==> src/rtl/lcd_result_writer.sv <==
`default_nettype none
// +----------------------------------------------------------------------------+
// | Module      : lcd_result_writer                                            |
// | Description : Shows an 8-bit result as two hex digits on an HD44780        |
// |               character LCD (8-bit, write-only). Runs the power-up init,   |
// |               then rewrites line 1 cols 0-1 on value change or Refresh.    |
// | Revision    : 1.0 - initial release                                        |
// +----------------------------------------------------------------------------+
module lcd_result_writer #(
   parameter int POWERUP_CYC = 750000,
   parameter int SETUP_CYC   = 4,
   parameter int EN_CYC      = 12,
   parameter int CMD_CYC     = 2000,
   parameter int CLR_CYC     = 80000
) (
   input  logic       Clock,
   input  logic       Reset,
   input  logic [7:0] Result_LCD,
   input  logic       Refresh,
   output logic [7:0] LCD_DB,
   output logic       LCD_RS,
   output logic       LCD_RW,
   output logic       LCD_EN,
   output logic       Busy,
   output logic       Ready
);

   // One counter serves every delay, so it is sized for the longest one.
   localparam int MAX_A   = (POWERUP_CYC > CLR_CYC) ? POWERUP_CYC : CLR_CYC;
   localparam int MAX_B   = (CMD_CYC > EN_CYC) ? CMD_CYC : EN_CYC;
   localparam int MAX_C   = (MAX_B > SETUP_CYC) ? MAX_B : SETUP_CYC;
   localparam int MAX_CYC = (MAX_A > MAX_C) ? MAX_A : MAX_C;
   localparam int CNT_W   = $clog2(MAX_CYC) + 1;

   localparam logic [CNT_W-1:0] PWR_LAST   = CNT_W'(POWERUP_CYC - 1);
   localparam logic [CNT_W-1:0] SETUP_LAST = CNT_W'(SETUP_CYC - 1);
   localparam logic [CNT_W-1:0] EN_LAST    = CNT_W'(EN_CYC - 1);
   localparam logic [CNT_W-1:0] CMD_LAST   = CNT_W'(CMD_CYC - 1);
   localparam logic [CNT_W-1:0] CLR_LAST   = CNT_W'(CLR_CYC - 1);

   localparam logic [2:0] INIT_LAST_IDX = 3'd5;
   localparam logic [2:0] REF_LAST_IDX  = 3'd2;

   // SETUP/EN_HIGH/HOLD form the byte-write phases, shared by init and refresh.
   typedef enum logic [2:0] {
      PWR_WAIT = 3'd0,
      IDLE     = 3'd1,
      SETUP    = 3'd2,
      EN_HIGH  = 3'd3,
      HOLD     = 3'd4
   } state_t;

   state_t           state, state_nxt;
   logic [CNT_W-1:0] cnt, cnt_nxt;
   logic [2:0]       idx, idx_nxt;
   logic             in_init, init_nxt;
   logic [7:0]       db, db_nxt;
   logic             rs, rs_nxt;
   logic [7:0]       shown, shown_nxt;
   logic             shown_valid, valid_nxt;
   logic             ready, ready_nxt;
   logic [CNT_W-1:0] hold_last;
   logic [8:0]       next_byte;
   logic [2:0]       last_idx;

   function automatic logic [7:0] hex_char(input logic [3:0] n);
      return (n < 4'd10) ? (8'h30 + {4'h0, n}) : (8'h37 + {4'h0, n});
   endfunction

   // Returns {RS, DB} for byte i of the init or refresh sequence.
   function automatic logic [8:0] seq_byte(input logic init_mode, input logic [2:0] i,
                                           input logic [7:0] val);
      logic [8:0] b;
      b = 9'h000;
      if (init_mode) begin
         case (i)
            3'd0, 3'd1, 3'd2: b = 9'h038;
            3'd3:             b = 9'h00C;
            3'd4:             b = 9'h001;
            default:          b = 9'h006;
         endcase
      end else begin
         case (i)
            3'd0:    b = 9'h080;
            3'd1:    b = {1'b1, hex_char(val[7:4])};
            default: b = {1'b1, hex_char(val[3:0])};
         endcase
      end
      return b;
   endfunction

   // State register and datapath registers; reset drops EN immediately via state.
   always_ff @(posedge Clock or negedge Reset) begin
      if (!Reset) begin
         state       <= PWR_WAIT;
         cnt         <= '0;
         idx         <= 3'd0;
         in_init     <= 1'b1;
         db          <= 8'h00;
         rs          <= 1'b0;
         shown       <= 8'h00;
         shown_valid <= 1'b0;
         ready       <= 1'b0;
      end else begin
         state       <= state_nxt;
         cnt         <= cnt_nxt;
         idx         <= idx_nxt;
         in_init     <= init_nxt;
         db          <= db_nxt;
         rs          <= rs_nxt;
         shown       <= shown_nxt;
         shown_valid <= valid_nxt;
         ready       <= ready_nxt;
      end
   end

   // Next-state logic: sequencing, delay counting and the single sample point in IDLE.
   always_comb begin
      state_nxt = state;
      cnt_nxt   = cnt + CNT_W'(1);
      idx_nxt   = idx;
      init_nxt  = in_init;
      db_nxt    = db;
      rs_nxt    = rs;
      shown_nxt = shown;
      valid_nxt = shown_valid;
      ready_nxt = ready;
      hold_last = (db == 8'h01 && !rs) ? CLR_LAST : CMD_LAST;
      next_byte = seq_byte(in_init, idx + 3'd1, shown);
      last_idx  = in_init ? INIT_LAST_IDX : REF_LAST_IDX;
      case (state)
         PWR_WAIT: begin
            if (cnt == PWR_LAST) begin
               state_nxt         = SETUP;
               cnt_nxt           = '0;
               idx_nxt           = 3'd0;
               init_nxt          = 1'b1;
               {rs_nxt, db_nxt}  = 9'h038;
            end
         end
         IDLE: begin
            cnt_nxt = '0;
            if (!shown_valid || (Result_LCD != shown) || Refresh) begin
               state_nxt        = SETUP;
               idx_nxt          = 3'd0;
               init_nxt         = 1'b0;
               shown_nxt        = Result_LCD;
               valid_nxt        = 1'b1;
               {rs_nxt, db_nxt} = 9'h080;
            end
         end
         SETUP: begin
            if (cnt == SETUP_LAST) begin
               state_nxt = EN_HIGH;
               cnt_nxt   = '0;
            end
         end
         EN_HIGH: begin
            if (cnt == EN_LAST) begin
               state_nxt = HOLD;
               cnt_nxt   = '0;
            end
         end
         HOLD: begin
            if (cnt == hold_last) begin
               cnt_nxt = '0;
               if (idx == last_idx) begin
                  state_nxt = IDLE;
                  if (in_init) begin
                     ready_nxt = 1'b1;
                     valid_nxt = 1'b0;
                  end
               end else begin
                  state_nxt        = SETUP;
                  idx_nxt          = idx + 3'd1;
                  {rs_nxt, db_nxt} = next_byte;
               end
            end
         end
         default: state_nxt = PWR_WAIT;
      endcase
   end

   assign LCD_DB = db;
   assign LCD_RS = rs;
   assign LCD_RW = 1'b0;
   assign LCD_EN = (state == EN_HIGH);
   assign Busy   = (state != IDLE);
   assign Ready  = ready;

endmodule
`default_nettype wire

==> config.mk <==
export PLATFORM = sky130hd
export DESIGN_NAME = lcd_result_writer
export DESIGN_NICKNAME = d
export VERILOG_FILES = /design/src/rtl/lcd_result_writer.sv
export SDC_FILE = /design/constraint.sdc
export NUM_CORES = 1
export LEC_CHECK = 0
export CORE_MARGIN = 5
export CORE_UTILIZATION = 55
export CTS_CLUSTER_DIAMETER = 150
export CTS_CLUSTER_SIZE = 12
export DETAILED_ROUTE_END_ITERATION = 8
export HOLD_SLACK_MARGIN = 0.08
export PLACE_DENSITY = 0.76
export RECOVER_POWER = 25
export SYNTH_ARGS = -nofsm -noshare
export SYNTH_HDL_FRONTEND = slang
export SYNTH_SLANG_ARGS = --single-unit
==> constraint.sdc <==
create_clock -name Clock -period 3.05 [get_ports Clock]
set_input_delay 0.4575 -clock Clock [delete_from_list [all_inputs] [get_ports Clock]]
set_output_delay 0.4575 -clock Clock [all_outputs]
set_load 0.05 [all_outputs]
==> results_tabular.tex, run 1 <==
\begin{tabular}{lr}
\hline
Metric & Value \\
\hline
\multicolumn{2}{l}{\textbf{Logic synthesis}} \\
\quad Async set-or-reset flop fraction in the synthesized netlist & 1.00 \\
\quad Mean instance size in the synthesized netlist & 9.54 µm² \\
\quad Post-synthesis instance total & 310 \\
\quad Cells taking the most area after synthesis & dfrtp\_1 (39\%), xnor2\_1 (5.9\%), nor2\_2 (4.4\%) \\
\quad Synthesis-stage register bit count & between 40 and 50 \\
\quad Most common cell in the synthesized netlist & dfrtp\_1 \\
\quad Synth Cell Area & just under 3000 µm² \\
\quad Fraction of synthesized cell area taken by the top area cell type & 0.389 \\
\quad Distinct cells, synth & 56 \\
\quad Number of flops mapped to enable cells by yosys & 0 \\
\quad Total number of yosys warnings & 0 \\
\quad Syn Nets & between 300 and 400 \\
\quad Sequential element share of the synthesized area & 0.398 \\
\quad Synth top cells by count & dfrtp\_1 (46), nand2\_1 (23), nor2\_2 (21), o21ai\_0 (20), xnor2\_1 (20) \\
\quad Post-synth top area cell & dfrtp\_1 \\
\quad Most used flip-flop cell after synthesis & dfrtp\_1 \\
\multicolumn{2}{l}{\textbf{Critical path}} \\
\quad CP Data Arrival Time & 2.91 ns \\
\quad Kind of end point of the critical path & register \\
\quad Reg2reg end & LCD\_DB[2]\$\_DFFE\_PN0P\_ \\
\quad Internal reg-to-reg setup slack & roughly 0.33 ns \\
\quad Sum of buffers and inverters on the critical path & 0 \\
\quad List of cells traversed by the critical path & ha\_1 -> nand3\_1 -> nor4\_1 -> a31oi\_1 -> nor3\_2 -> o21a\_2 -> mux2\_2 \\
\quad Worst-case reg-to-reg path depth & 7 \\
\quad Worst Path Class, Setup & register to register \\
\quad Critical-path maximum fanout & 12 \\
\quad Required time worst endpoint & around 3.2 ns \\
\quad Critical R2R Launch & cnt[0]\$\_DFF\_PN0\_ \\
\quad Cell family contributing the most delay on the critical path & simple AND/OR/NAND/NOR gates \\
\quad Kind of launch point of the worst setup path & register \\
\quad Peak per-stage delay on the critical path & 0.41 ns \\
\quad Crit path from & cnt[0]\$\_DFF\_PN0\_ \\
\quad Critical path's slowest cell & dfrtp\_1 \\
\multicolumn{2}{l}{\textbf{Timing}} \\
\quad Final Hold Fails & 0 \\
\quad Number of failing setup endpoints in the final timing report & 0 \\
\quad Setup TNS Final & 0 ns \\
\quad Final Max Slew Viols & 48 \\
\quad Slew @ Worst Pin & approximately 2.4 ns \\
\quad Worst slew margin & -0.629 \\
\quad Timing-limited maximum frequency & approximately 0.37 GHz \\
\quad Share of the clock period used by the worst path & 0.893 \\
\quad RSZ-0062 raised after global routing & false \\
\quad Fin crit period & 2.72 ns \\
\quad Setup skew after layout & $\sim$0.008 ns \\
\multicolumn{2}{l}{\textbf{Routing}} \\
\quad Routed Wire Length & just over 6000 µm \\
\quad Detailed-router iteration count before antenna repair & 4 \\
\quad First DRT Iteration DRCs & 115 \\
\quad Via Count & about 2300 \\
\quad Count of nets left with antenna violations after detail routing & 0 \\
\quad DRC errors left & 0 \\
\quad Wire per inst & 15.4 µm \\
\quad Post-DR vias/cell & 5.77 \\
\multicolumn{2}{l}{\textbf{Floorplanning}} \\
\quad Top-level port count & 24 \\
\quad Core box area & just over 5000 µm² \\
\quad Effective utilization at floorplan & 0.572 \\
\quad Die ar. & 6940 µm² \\
\quad Number of placement rows & 26 \\
\quad Die outline width & about 83 µm \\
\quad Height of the die & 83.3 µm \\
\multicolumn{2}{l}{\textbf{Layout}} \\
\quad Synth-to-layout area growth & 12.6\% \\
\quad Share of cells above drive strength 1 & 0.153 \\
\quad Count of inserted antenna diode cells & 0 \\
\quad Layout net count & $\sim$350 \\
\quad Layout filler cell count & $\sim$420 \\
\multicolumn{2}{l}{\textbf{Power and ir drop}} \\
\quad Maximum VDD drop & between 300 and 400 µV \\
\quad Total power & approximately 1.2 mW \\
\quad Leakage power of the design & 1.38 nW \\
\quad Pwr dens & $\sim$370 nW/µm² \\
\multicolumn{2}{l}{\textbf{Min path}} \\
\quad Min-Delay Endpoint & Ready\$\_DFFE\_PN0P\_ \\
\quad Hold path start & Ready\$\_DFFE\_PN0P\_ \\
\quad Hold Crit Depth & 1 \\
\quad Type of the tightest min-delay check & register to register \\
\multicolumn{2}{l}{\textbf{Status}} \\
\quad Outcome & finished, violations left \\
\quad Violated checks & max-capacitance violations, max-slew violations \\
\multicolumn{2}{l}{\textbf{Clock network}} \\
\quad CTS tree & built \\
\quad Number of buffers created by CTS & 5 \\
\quad CTS H-tree lvls & 2 \\
\quad Clock transition at the register clock pins on the worst setup and hold paths after CTS & roughly 0.09 ns \\
\quad Post-CTS setup repair buffer count & 0 \\
\quad Clock latency on the worst-skew pair & approximately 0.3 ns \\
\quad Sink Count & 47 \\
\quad Clock root buffer & clkbuf\_8 \\
\quad CTS Hold Buffers Added & 0 \\
\quad Gates resized, CTS repair & 0 \\
\quad Number of buffers on the longest clock path & 2 \\
\multicolumn{2}{l}{\textbf{GRT}} \\
\quad Number of global-route vias before repair & around 2400 \\
\quad Congestion Overflow GR & 0 \\
\quad Total track usage & 0.188 \\
\quad Largest net degree at the start of global routing & 48 \\
\quad Wire length of the first global-routing pass & approximately 11000 µm \\
\quad Antenna violations before repair & 0 \\
\multicolumn{2}{l}{\textbf{Placement}} \\
\quad DP HPWL & roughly 4400 µm \\
\quad \# port buffers & 22 \\
\quad Placer congestion estimate & 0.840 \\
\multicolumn{2}{l}{\textbf{Flow run}} \\
\quad Max\_cap viols & 1 \\
\hline
\end{tabular}
## worst register-to-register path, delay by kind of cell (launching register included)
kind | cells | cell delay (ns)
AO/OA/AOI/OAI | 2 | 0.61
adder cells (fa/ha/maj) | 1 | 0.24
flip-flops | 1 | 0.41
multiplexers | 1 | 0.37
AND/OR/NAND/NOR | 3 | 0.99
## per-layer routing
layer	up-vias	global-route usage	share of wire
li1	1125	-	-
met1	1094	0.214	0.42
met2	60	0.337	0.52
met3	13	0.0376	0.040
met4	0	0.0877	0.023
met5	-	0	0
## cell type report
class / count / area (µm²) / area share
timing repair buffer: 26 / 244 / 0.0733
clock inverter: 2 / 60.1 / 0.0180
clock buffer: 6 / 72.6 / 0.0218
multi-input combinational: 233 / 1640 / 0.492
sequential: 47 / 1180 / 0.354
tap: 70 / 87.6 / 0.0263
inverter: 13 / 48.8 / 0.0147
## worst max-delay path by stage
stage	slack [ns]	end	cells past startpoint
finish	0.33	LCD_DB[2]$_DFFE_PN0P_	7
global route	0.12	LCD_DB[2]$_DFFE_PN0P_	7
CTS	0.34	LCD_DB[2]$_DFFE_PN0P_	7
detailed placement	0.38	LCD_DB[1]$_DFFE_PN0P_	7
global placement	0.48	LCD_DB[1]$_DFFE_PN0P_	6
floorplan	0.54	LCD_DB[7]$_DFFE_PN0P_	8
## report_power, final
part | switching [mW] | internal, mW | total, mW | leakage (nW)
combinational | 0.0378 | 0.0340 | 0.0718 | 0.721
clock | 0.210 | 0.328 | 0.538 | 0.0654
sequential | 0.00991 | 0.628 | 0.638 | 0.594
## cells in the final DEF, fill, tap and decap left out, drive strengths merged, types with 4 or more instances in the layout
cell and count:
a21oi 7, buf 4, clkbuf 7, clkdlybuf4s50 21
dfrtp 46, ha 8, inv 13, mux2 13
nand2 23, nand3 11, nand4 7, nor2 36
nor2b 8, nor3 10, nor4 7, nor4b 4
o21ai 20, o31ai 4, or3 4, xnor2 20
xor2 11
## flip-flops by register name, summed over array words and instances (netlist names)
register     cells
shown_valid      1
Ready            1
LCD_RS           1
LCD_DB           8
in_init          1
cnt             21
idx              3
state            3
shown            8
## metrics by stage
step	hold slack [ns]	instance area (µm²)	setup WS, ns	instances	utilization
CTS	0.368	3330	0.340	397	0.644
floorplan	0.162	2960	0.544	310	-
detailed placement	0.462	3200	0.376	389	0.618
global route	0.500	3330	0.121	397	0.644
finish	0.486	3330	0.326	397	0.644
global placement	0.464	3200	0.481	389	0.618
## cells by family (layout without fill, tap and decap cells)
| logic type | after synthesis | after routing | share of synthesized area |
|---|---|---|---|
| and+or+nand+nor | 126 | 126 | 0.255 |
| adders and majority gates | 8 | 8 | 0.0339 |
| xor gates and xnor gates | 31 | 31 | 0.0918 |
| buffers and inverters | 30 | 47 | 0.0474 |
| muxes | 15 | 15 | 0.0576 |
| AOI/OAI and AO/OA | 52 | 52 | 0.115 |
| DFF | 47 | 47 | 0.398 |
| other | 1 | 1 | 0.00127 |
Note: power is estimated with default switching activity, not from simulation.
==> run 2: changes to the inputs <==
==> constraint.sdc (replaced) <==
create_clock -name Clock -period 3.05 [get_ports Clock]
set_input_delay 0.61 -clock Clock [delete_from_list [all_inputs] [get_ports Clock]]
set_output_delay 0.61 -clock Clock [all_outputs]
set_load 0.05 [all_outputs]
==> run 2 against run 1 <==
Against the previous run: the run now ends clean; clock skew increased by 0.0052 ns; cell area increased by 0.26%; sequential share of layout area fell by 0.093 points; first-iteration DRC count shrank 26%; via count decreased by 1.7%; worst setup slack got worse by 0.011 ns; maximum frequency is 0.39% lower; critical path depth shrank 1; wire length fell by 4.1%; combinational power is essentially flat; register-to-register slack barely moved.
==> results_tabular.tex, run 2 (synthesis results as in run 1) <==
\begin{tabular}{lr}
\hline
Metric & Value \\
\hline
\multicolumn{2}{l}{\textbf{Status}} \\
\quad Outcome & finished, final reports clean \\
\multicolumn{2}{l}{\textbf{Routing}} \\
\quad Detailed-router iteration count before antenna repair & 7 \\
\quad Routed Wire Length & between 5000 and 6000 µm \\
\quad Count of nets left with antenna violations after detail routing & 0 \\
\quad Wire per inst & 14.8 µm \\
\quad First DRT Iteration DRCs & 85 \\
\quad Via Count & approximately 2300 \\
\quad Post-DR vias/cell & between 5 and 6 \\
\quad DRC errors left & 0 \\
\multicolumn{2}{l}{\textbf{Placement}} \\
\quad \# port buffers & 22 \\
\quad Cell total after placement & 390 \\
\quad Worst slack at placement & $\sim$0.34 ns \\
\quad DP HPWL & approximately 4300 µm \\
\quad Cell area after placement & approximately 3200 µm² \\
\quad Placer congestion estimate & around 0.85 \\
\multicolumn{2}{l}{\textbf{Clock network}} \\
\quad CTS tree & built \\
\quad Gates resized, CTS repair & 0 \\
\quad Number of buffers created by CTS & 5 \\
\quad Clock root buffer & clkbuf\_8 \\
\quad Post-CTS setup repair buffer count & 0 \\
\quad Sink Count & 47 \\
\quad Clock latency on the worst-skew pair & between 0.3 and 0.4 ns \\
\quad Clock transition at the register clock pins on the worst setup and hold paths after CTS & roughly 0.090 ns \\
\quad CTS H-tree lvls & 2 \\
\quad Number of buffers on the longest clock path & 2 \\
\quad CTS Hold Buffers Added & 0 \\
\multicolumn{2}{l}{\textbf{Timing}} \\
\quad Final Hold Fails & 0 \\
\quad Least setup slack across all paths after layout & roughly 0.31 ns \\
\quad RSZ-0062 raised after global routing & false \\
\quad Setup skew after layout & around 0.013 ns \\
\quad Final Max Slew Viols & 0 \\
\quad Setup TNS Final & 0 ns \\
\quad Number of failing setup endpoints in the final timing report & 0 \\
\quad Worst slew margin & 0.311 \\
\quad Share of the clock period used by the worst path & 0.897 \\
\quad Timing-limited maximum frequency & 0.366 GHz \\
\quad Slew @ Worst Pin & a little over 1 ns \\
\quad Fin crit period & 2.74 ns \\
\multicolumn{2}{l}{\textbf{Critical path}} \\
\quad Critical Path End & LCD\_DB[1]\$\_DFFE\_PN0P\_ \\
\quad Internal reg-to-reg setup slack & 0.31 ns \\
\quad Crit path from & cnt[15]\$\_DFF\_PN0\_ \\
\quad Worst-case reg-to-reg path depth & 6 \\
\quad Kind of launch point of the worst setup path & register \\
\quad Critical R2R Launch & cnt[15]\$\_DFF\_PN0\_ \\
\quad Kind of end point of the critical path & register \\
\quad Reg2reg end & LCD\_DB[1]\$\_DFFE\_PN0P\_ \\
\quad Critical-path maximum fanout & 12 \\
\quad Required time worst endpoint & roughly 3.3 ns \\
\quad Worst Path Class, Setup & register to register \\
\quad CP Data Arrival Time & slightly below 3 ns \\
\multicolumn{2}{l}{\textbf{Floorplanning}} \\
\quad Effective utilization at floorplan & 0.572 \\
\quad Number of placement rows & 26 \\
\quad Core box area & just over 5000 µm² \\
\quad Top-level port count & 24 \\
\quad Die ar. & 6940 µm² \\
\quad Die outline width & 83.3 µm \\
\quad Height of the die & about 83 µm \\
\multicolumn{2}{l}{\textbf{Layout}} \\
\quad Layout net count & 346 \\
\quad Layout filler cell count & 437 \\
\quad Share of cells above drive strength 1 & 0.159 \\
\quad Count of inserted antenna diode cells & 0 \\
\quad Post-route cell area & between 3000 and 4000 µm² \\
\quad Top register by number of flip-flops & cnt \\
\quad Commonest non-fill, non-tap cell in the layout & dfrtp\_1 \\
\quad Filler-free cell count of the finished design & between 300 and 400 \\
\quad Commonest non-fill, non-tap cells in the layout & dfrtp\_1 (46), nand2\_1 (23), nor2\_2 (21), clkdlybuf4s50\_1 (21) \\
\quad Max reg flops & 21 \\
\quad Synth-to-layout area growth & 12.9\% \\
\multicolumn{2}{l}{\textbf{GRT}} \\
\quad M1 GR Usage & 0.214 \\
\quad Total track usage & 0.180 \\
\quad Number of global-route vias before repair & between 2000 and 2500 \\
\quad Most Crowded Layer GR & met2 \\
\quad Global-route track usage on met3 & 0.0386 \\
\quad Wire length of the first global-routing pass & 10400 µm \\
\quad Grt met2 use & 0.316 \\
\quad Congestion Overflow GR & 0 \\
\quad Largest net degree at the start of global routing & 48 \\
\quad Antenna violations before repair & 0 \\
\multicolumn{2}{l}{\textbf{Power and ir drop}} \\
\quad Clock network fraction of total power & 0.430 \\
\quad Internal power contribution & 990 µW \\
\quad Pwr dens & about 370 nW/µm² \\
\quad Leakage power of the design & between 1 and 1.5 nW \\
\quad Power dissipated by switching net loads & 254 µW \\
\quad Combinational fraction of design power & 0.057 \\
\quad Total power & approximately 1.2 mW \\
\quad Maximum VDD drop & between 200 and 250 µV \\
\quad Sequential share of power & 0.512 \\
\quad Net Sw Frac & 0.205 \\
\multicolumn{2}{l}{\textbf{Min path}} \\
\quad Type of the tightest min-delay check & input port to async pin \\
\multicolumn{2}{l}{\textbf{Flow run}} \\
\quad Max\_cap viols & 0 \\
\hline
\end{tabular}
-- run 2: changes by cell type in the layout (fill, tap and decap cells not counted), sizes merged --
cell	before	now
buf	4	6
clkbuf	7	6
-- run 2: worst min-delay path by stage --
| stage | start | to | slack (ns) | depth (start not counted) |
|---|---|---|---|---|
| 4_1_cts | Ready$_DFFE_PN0P_ | Ready$_DFFE_PN0P_ | 0.48 | 1 |
| 3_5_place_dp | Ready$_DFFE_PN0P_ | Ready$_DFFE_PN0P_ | 0.46 | 1 |
| 5_1_grt | cnt[0]$_DFF_PN0_ | cnt[0]$_DFF_PN0_ | 0.51 | 1 |
| 3_3_place_gp | Ready$_DFFE_PN0P_ | Ready$_DFFE_PN0P_ | 0.46 | 1 |
| 6_report | Reset | shown[2]$_DFFE_PN0P_ | 0.46 | 1 |
| 2_1_floorplan | Reset | LCD_DB[0]$_DFFE_PN0P_ | 0.31 | 0 |
-- run 2: layout make-up --
type	count	area, µm²	area share
clock buffers	6	72.6	0.0217
clock inverters	2	60.1	0.0180
inverters	13	48.8	0.0146
multi-input cells	233	1640	0.491
flip-flops and latches	47	1180	0.353
well taps	70	87.6	0.0262
repair buffers	27	253	0.0757
-- run 2: worst max-delay path, cell delays in order, from the launching register on --
cell     delay, ns
dfrtp_1       0.42
or3_1         0.44
nor4_1        0.39
a31oi_1       0.27
nor3_2        0.40
o21a_2        0.35
mux2_2        0.36
-- run 2: power by group through the flow --
| stage | registers, mW | clock network, mW | logic, mW |
|---|---|---|---|
| final | 0.637 | 0.535 | 0.0715 |
| after global routing | 0.639 | 0.578 | 0.0813 |
| after CTS | 0.637 | 0.553 | 0.0732 |
| after detailed placement | 0.650 | 0 | 0.0728 |
| after global placement | 0.649 | 0 | 0.0712 |
| after floorplan | 0.642 | 0 | 0.0475 |
-- run 2: metal layers --
metal,routed length (µm),up-vias
met4,96,0
met1,2620,1085
li1,-,1127
met5,0,-
met3,190,11
met2,2960,31
-- run 2: stage by stage --
stage	hold slack, ns	util
after floorplan	0.314	-
after global placement	0.457	0.620
after global routing	0.509	0.645
after detailed placement	0.457	0.620
after CTS	0.480	0.645
final	0.464	0.645
